$ cat config.mk
export PLATFORM = sky130hd
export DESIGN_NAME = iob_uart_csr_arb
export DESIGN_NICKNAME = d
export VERILOG_FILES = /design/src/rtl/iob_uart_csr_arb_pkg.sv /design/src/rtl/iob_uart_csr_arb_pick2.sv /design/src/rtl/iob_uart_csr_arb.sv
export SDC_FILE = /design/constraint.sdc
export NUM_CORES = 1
export LEC_CHECK = 0
export CAP_MARGIN = 30
export CORE_ASPECT_RATIO = 1.4
export CORE_MARGIN = 4
export CORE_UTILIZATION = 20
export CTS_CLUSTER_DIAMETER = 120
export DETAILED_ROUTE_END_ITERATION = 8
export PLACE_DENSITY = 0.78
export SETUP_SLACK_MARGIN = 0.05
export SYNTH_ARGS = -nofsm -noshare
export SYNTH_HDL_FRONTEND = slang
export SYNTH_SLANG_ARGS = --single-unit
$ cat constraint.sdc
create_clock -name clk_i -period 1.8 [get_ports clk_i]
set_input_delay 0.36 -clock clk_i [delete_from_list [all_inputs] [get_ports clk_i]]
set_output_delay 0.36 -clock clk_i [all_outputs]
set_load 0.05 [all_outputs]
$ cat src/rtl/iob_uart_csr_arb_pkg.sv
// ============================================================================
// Module   : iob_uart_csr_arb_pkg
// Brief    : Shared FSM encodings and master indices for the UART CSR arbiter.
// Revision : 1.0 - initial release
// ============================================================================
`default_nettype none

package iob_uart_csr_arb_pkg;

    localparam logic [1:0] c_IDLE   = 2'd0;
    localparam logic [1:0] c_FWD    = 2'd1;
    localparam logic [1:0] c_WAIT_R = 2'd2;

    localparam logic c_M0 = 1'b0;
    localparam logic c_M1 = 1'b1;

endpackage

`default_nettype wire

$ cat src/rtl/iob_uart_csr_arb_pick2.sv
// ============================================================================
// Module   : iob_rr_pick2
// Brief    : Combinational two-way round-robin picker (prio breaks ties).
// Revision : 1.0 - initial release
// ============================================================================
`default_nettype none

module iob_rr_pick2
    import iob_uart_csr_arb_pkg::*;
(
    input  logic [1:0] req_i,
    input  logic       prio_i,
    output logic       gnt_idx_o,
    output logic       any_o
);

    always_comb begin
        any_o = |req_i;
        if (req_i == 2'b11) begin
            gnt_idx_o = prio_i;
        end else if (req_i[1]) begin
            gnt_idx_o = c_M1;
        end else begin
            gnt_idx_o = c_M0;
        end
    end

endmodule

`default_nettype wire

$ cat src/rtl/iob_uart_csr_arb.sv
// ============================================================================
// Module   : iob_uart_csr_arb
// Brief    : Round-robin arbiter sharing one iob CSR bus between two masters.
// Revision : 1.0 - initial release
// ============================================================================
`default_nettype none

module iob_uart_csr_arb
    import iob_uart_csr_arb_pkg::*;
#(
    parameter int ADDR_W = 3,
    parameter int DATA_W = 32
) (
    input  logic                clk_i,
    input  logic                cke_i,
    input  logic                arst_n_i,

    input  logic                m0_iob_valid_i,
    input  logic [ADDR_W-1:0]   m0_iob_addr_i,
    input  logic [DATA_W-1:0]   m0_iob_wdata_i,
    input  logic [DATA_W/8-1:0] m0_iob_wstrb_i,
    output logic                m0_iob_ready_o,
    output logic                m0_iob_rvalid_o,
    output logic [DATA_W-1:0]   m0_iob_rdata_o,

    input  logic                m1_iob_valid_i,
    input  logic [ADDR_W-1:0]   m1_iob_addr_i,
    input  logic [DATA_W-1:0]   m1_iob_wdata_i,
    input  logic [DATA_W/8-1:0] m1_iob_wstrb_i,
    output logic                m1_iob_ready_o,
    output logic                m1_iob_rvalid_o,
    output logic [DATA_W-1:0]   m1_iob_rdata_o,

    output logic                s_iob_valid_o,
    output logic [ADDR_W-1:0]   s_iob_addr_o,
    output logic [DATA_W-1:0]   s_iob_wdata_o,
    output logic [DATA_W/8-1:0] s_iob_wstrb_o,
    input  logic                s_iob_ready_i,
    input  logic                s_iob_rvalid_i,
    input  logic [DATA_W-1:0]   s_iob_rdata_i
);

    logic [1:0]          state_q, state_d;
    logic                gnt_q, gnt_d;
    logic                prio_q, prio_d;

    logic                w_pick_idx;
    logic                w_pick_any;
    logic                w_req_valid;
    logic [ADDR_W-1:0]   w_req_addr;
    logic [DATA_W-1:0]   w_req_wdata;
    logic [DATA_W/8-1:0] w_req_wstrb;
    logic                w_fwd;
    logic                w_is_read;
    logic                w_accept;
    logic                w_rsp_en;

    iob_rr_pick2 u_pick (
        .req_i     ({m1_iob_valid_i, m0_iob_valid_i}),
        .prio_i    (prio_q),
        .gnt_idx_o (w_pick_idx),
        .any_o     (w_pick_any)
    );

    always_comb begin
        if (gnt_q == c_M1) begin
            w_req_valid = m1_iob_valid_i;
            w_req_addr  = m1_iob_addr_i;
            w_req_wdata = m1_iob_wdata_i;
            w_req_wstrb = m1_iob_wstrb_i;
        end else begin
            w_req_valid = m0_iob_valid_i;
            w_req_addr  = m0_iob_addr_i;
            w_req_wdata = m0_iob_wdata_i;
            w_req_wstrb = m0_iob_wstrb_i;
        end
    end

    assign w_fwd     = (state_q == c_FWD);
    assign w_is_read = (w_req_wstrb == '0);
    assign w_accept  = w_fwd & w_req_valid & s_iob_ready_i;
    // A read accepted in FWD may already see its response in the same cycle.
    assign w_rsp_en  = (state_q == c_WAIT_R) | (w_accept & w_is_read);

    always_comb begin
        state_d = state_q;
        gnt_d   = gnt_q;
        prio_d  = prio_q;
        case (state_q)
            c_IDLE: begin
                if (w_pick_any) begin
                    state_d = c_FWD;
                    gnt_d   = w_pick_idx;
                end
            end
            c_FWD: begin
                if (!w_req_valid) begin
                    state_d = c_IDLE;
                end else if (s_iob_ready_i) begin
                    if (!w_is_read || s_iob_rvalid_i) begin
                        state_d = c_IDLE;
                        prio_d  = ~prio_q;
                    end else begin
                        state_d = c_WAIT_R;
                    end
                end
            end
            c_WAIT_R: begin
                if (s_iob_rvalid_i) begin
                    state_d = c_IDLE;
                    prio_d  = ~prio_q;
                end
            end
            default: state_d = c_IDLE;
        endcase
    end

    always_ff @(posedge clk_i or negedge arst_n_i) begin
        if (!arst_n_i) begin
            state_q <= c_IDLE;
            gnt_q   <= c_M0;
            prio_q  <= c_M0;
        end else if (cke_i) begin
            state_q <= state_d;
            gnt_q   <= gnt_d;
            prio_q  <= prio_d;
        end
    end

    assign s_iob_valid_o   = w_fwd & w_req_valid;
    assign s_iob_addr_o    = w_fwd ? w_req_addr  : '0;
    assign s_iob_wdata_o   = w_fwd ? w_req_wdata : '0;
    assign s_iob_wstrb_o   = w_fwd ? w_req_wstrb : '0;

    assign m0_iob_ready_o  = w_fwd & (gnt_q == c_M0) & s_iob_ready_i;
    assign m1_iob_ready_o  = w_fwd & (gnt_q == c_M1) & s_iob_ready_i;
    assign m0_iob_rvalid_o = w_rsp_en & (gnt_q == c_M0) & s_iob_rvalid_i;
    assign m1_iob_rvalid_o = w_rsp_en & (gnt_q == c_M1) & s_iob_rvalid_i;
    assign m0_iob_rdata_o  = (w_rsp_en && gnt_q == c_M0) ? s_iob_rdata_i : '0;
    assign m1_iob_rdata_o  = (w_rsp_en && gnt_q == c_M1) ? s_iob_rdata_i : '0;

endmodule

`default_nettype wire
==> run_results.csv <==
group,metric,value,unit
die,core_area,0.00661,mm^2
drt,num_vias,2690,
run_status,status,"finished with violations",
grt,track_usage,25.9,%
pwr,leakage,2.44,nW
hold_path,worstHoldPathType,"in2async",
critical_path,crit_path_end_kind,"output port",
timing,slew_violations,0,
pwr,switching_share,48.1,%
place,dp_hpwl,7.89,mm
die,die_h,106,um
timing,finalCritPeriodShare,128,%
pwr,power_frac_comb,92.7,%
grt,first_global_vias,2911,
drt,viasPerCell,4.93,
timing,slew-limit-headroom,72.6,%
clock_tree,cts-buffers-inserted,3,
die,start_util,20.6,%
synthesis,ys_types,28,
synthesis,synth_area,0.00136,mm^2
timing,setup_viol,108,
drt,wl,13.1,mm
synthesis,synth_top_cell_by_area,"and2_1",
clock_tree,clkSlewWorstSetupHoldPaths,0.04,ns
final_layout,syn_to_final_growth,340,%
critical_path,ff2ff_setup_slack,-0.03,ns
grt,grt_max_degree,31,
synthesis,yosys_warnings,0,
drt,drcViolationCount,0,
pwr,p_seq_share,3.0,%
timing,grt_setup_unrepaired,"true",
final_layout,final_common_cell,"buf_12",
drt,wl_per_cell,23.9,um
final_layout,final_cell_mix,"114 x buf_12, 105 x clkdlybuf4s50_1, 66 x and2_4, 22 x nor2_4, 19 x buf_6",
die,dieArea,0.00822,mm^2
timing,finalWorstSetupSlack,-0.511,ns
die,io_pins,225,
timing,min_period,2.31,ns
final_layout,stdcell_area,0.00600,mm^2
final_layout,n_fill_cell,235,
clock_tree,cts_sinks,4,
die,num_rows,35,
final_layout,nets,572,
synthesis,syn_nets,314,
clock_tree,cts_hold_buf,0,
run,max_cap_violations,0,
synthesis,seq_area_frac_synth,7.35,%
pwr,power_density,869,mW/mm^2
timing,hold_violations,0,
critical_path,worstPathRequired,1.44,ns
clock_tree,clock_tree.buffer_depth,2,
pwr,p_int,2.71,mW
grt,overflow,0,
critical_path,criticalPathCategory,"reg2out",
timing,tightest_slew,0.410,ns
timing,max_freq,433,MHz
place,place_area,0.00510,mm^2
grt,antenna_found_initial,0,
drt,final_antenna_net_count,0,
pwr,switchingPower,2.51,mW
drt,dr.pass1.iters,4,
synthesis,syn_area_per_cell,6.92,um^2
critical_path,worstPathMaxFanout,7,
place,port-buffer-count,224,
grt,grt_first_pass_wirelength,16.2,mm
place,gp_congestion,0.771,
timing,tns,-36.59,ns
clock_tree,cts_max_level,1,
synthesis,synth-seq-cells,4,
die,die_w,77.8,um
pwr,p_clk_share,4.3,%
critical_path,worstSetupStartpointType,"flip-flop",
critical_path,arrival,1.95,ns
synthesis,ys_top_cells_by_area,"and2_1 30%, mux2i_1 29%, nor2_1 12%",
drt,first_iter_violations,99,
clock_tree,clkLatencyLatePin,0.23,ns
pwr,ir_drop,744,uV
run_status,violations,"setup timing",
synthesis,synth_top_area_share,30.3,%
final_layout,diodes,0,
final_layout,drive_gt1_share,67.2,%
clock_tree,tritoncts,"built",
synthesis,syn_inst,197,
clock_tree,cts_root_buffer,"clkbuf_8",
timing,fin_skew,0.0112,ns
synthesized netlist by cell type (all sizes together):
library cell / n
buf: 10
nand3b: 1
o21a: 2
a31oi: 1
a21bo: 1
nor2: 42
o21ai: 2
o2bb2ai: 1
mux2: 1
or3: 1
nand2b: 1
inv: 1
xnor2: 1
o311ai: 1
nand2: 4
a21oi: 2
dfrtp: 4
and2: 66
nor3b: 1
and2b: 1
mux2i: 40
or4: 2
clkbuf: 5
nor2b: 1
o41ai: 1
nor3: 4
through the flow:
| stage | instances | hold WS [ns] | power (mW) | setup WS, ns | util (%) |
|---|---|---|---|---|---|
| 2_1_floorplan | 197 | 0.0644 | 1.98 | -0.108 | - |
| 3_3_place_gp | 515 | 0.465 | 3.62 | -0.704 | 77.2 |
| 3_5_place_dp | 515 | 0.472 | 3.67 | -0.721 | 77.2 |
| 4_1_cts | 546 | 0.346 | 4.48 | -0.529 | 86.8 |
| 5_1_grt | 546 | 0.376 | 5.34 | -0.561 | 90.8 |
| 6_report | 546 | 0.360 | 5.21 | -0.511 | 90.8 |
cell type report:
type	count	area (um^2)	area share, %
Sequential cell	4	101	1.69
Tap cell	92	115	1.92
Multi-Input combinational cell	177	1800	29.9
Timing Repair Buffer	268	3940	65.6
Clock buffer	4	45.0	0.750
Inverter	1	3.75	0.0625
power groups by stage:
stage	clock, mW	combinational [mW]	sequential [mW]
6_report	0.222	4.83	0.159
5_1_grt	0.223	4.95	0.161
4_1_cts	0.215	4.11	0.150
3_5_place_dp	0	3.53	0.145
3_3_place_gp	0	3.48	0.144
2_1_floorplan	0	1.84	0.140
worst paths after layout:
path                            cells after the start                end  startpoint
worst max register to register                      7             prio_q       gnt_q
worst max-delay path                                7  m1_iob_rdata_o[8]  state_q[1]
max in group asynchronous                           1              gnt_q    arst_n_i
worst min register to register                      1             prio_q      prio_q
worst min-delay path                                1             prio_q    arst_n_i
min in group clk_i                                  1             prio_q      prio_q
flip-flops by register name, indices dropped and copies added, names as in the netlist:
register / count
gnt_q: 1
state_q: 2
prio_q: 1
cells by family after synthesis:
kind of cell,after synthesis,synth area share [%]
flip-flops,4,7.35
buffers and inverters,16,5.78
multiplexers,41,30.8
AO/OA/AOI/OAI,11,6.24
XOR/XNOR,1,0.643
AND/OR/NAND/NOR,124,49.2
worst max-delay path, stage by stage, from the launching register on:
cell and delay, ns:
dfrtp_1 0.37, nand3b_1 0.31, nor3_2 0.27, o21a_2 0.23, buf_6 0.14, buf_12 0.12, and2_4 0.15, buf_12 0.13
layer usage:
| metal | part of all wire [%] | global-route usage [%] | up-vias |
|---|---|---|---|
| met5 | 0 | 0 | - |
| met4 | 4.2 | 10.4 | 0 |
| met3 | 9.3 | 7.09 | 35 |
| met2 | 56 | 53.6 | 213 |
| met1 | 30 | 22.1 | 1271 |
| li1 | - | - | 1171 |
timing repair:
action | CTS | global route
gates cloned | 8 | 4
setup buffers | 19 | 8
hold endpoints to repair | 0 | 0
setup endpoints to repair | 110 | 110
pin swaps | 12 | 16
gates resized for setup | 99 | 72
Note: power is estimated with default switching activity, not from simulation.
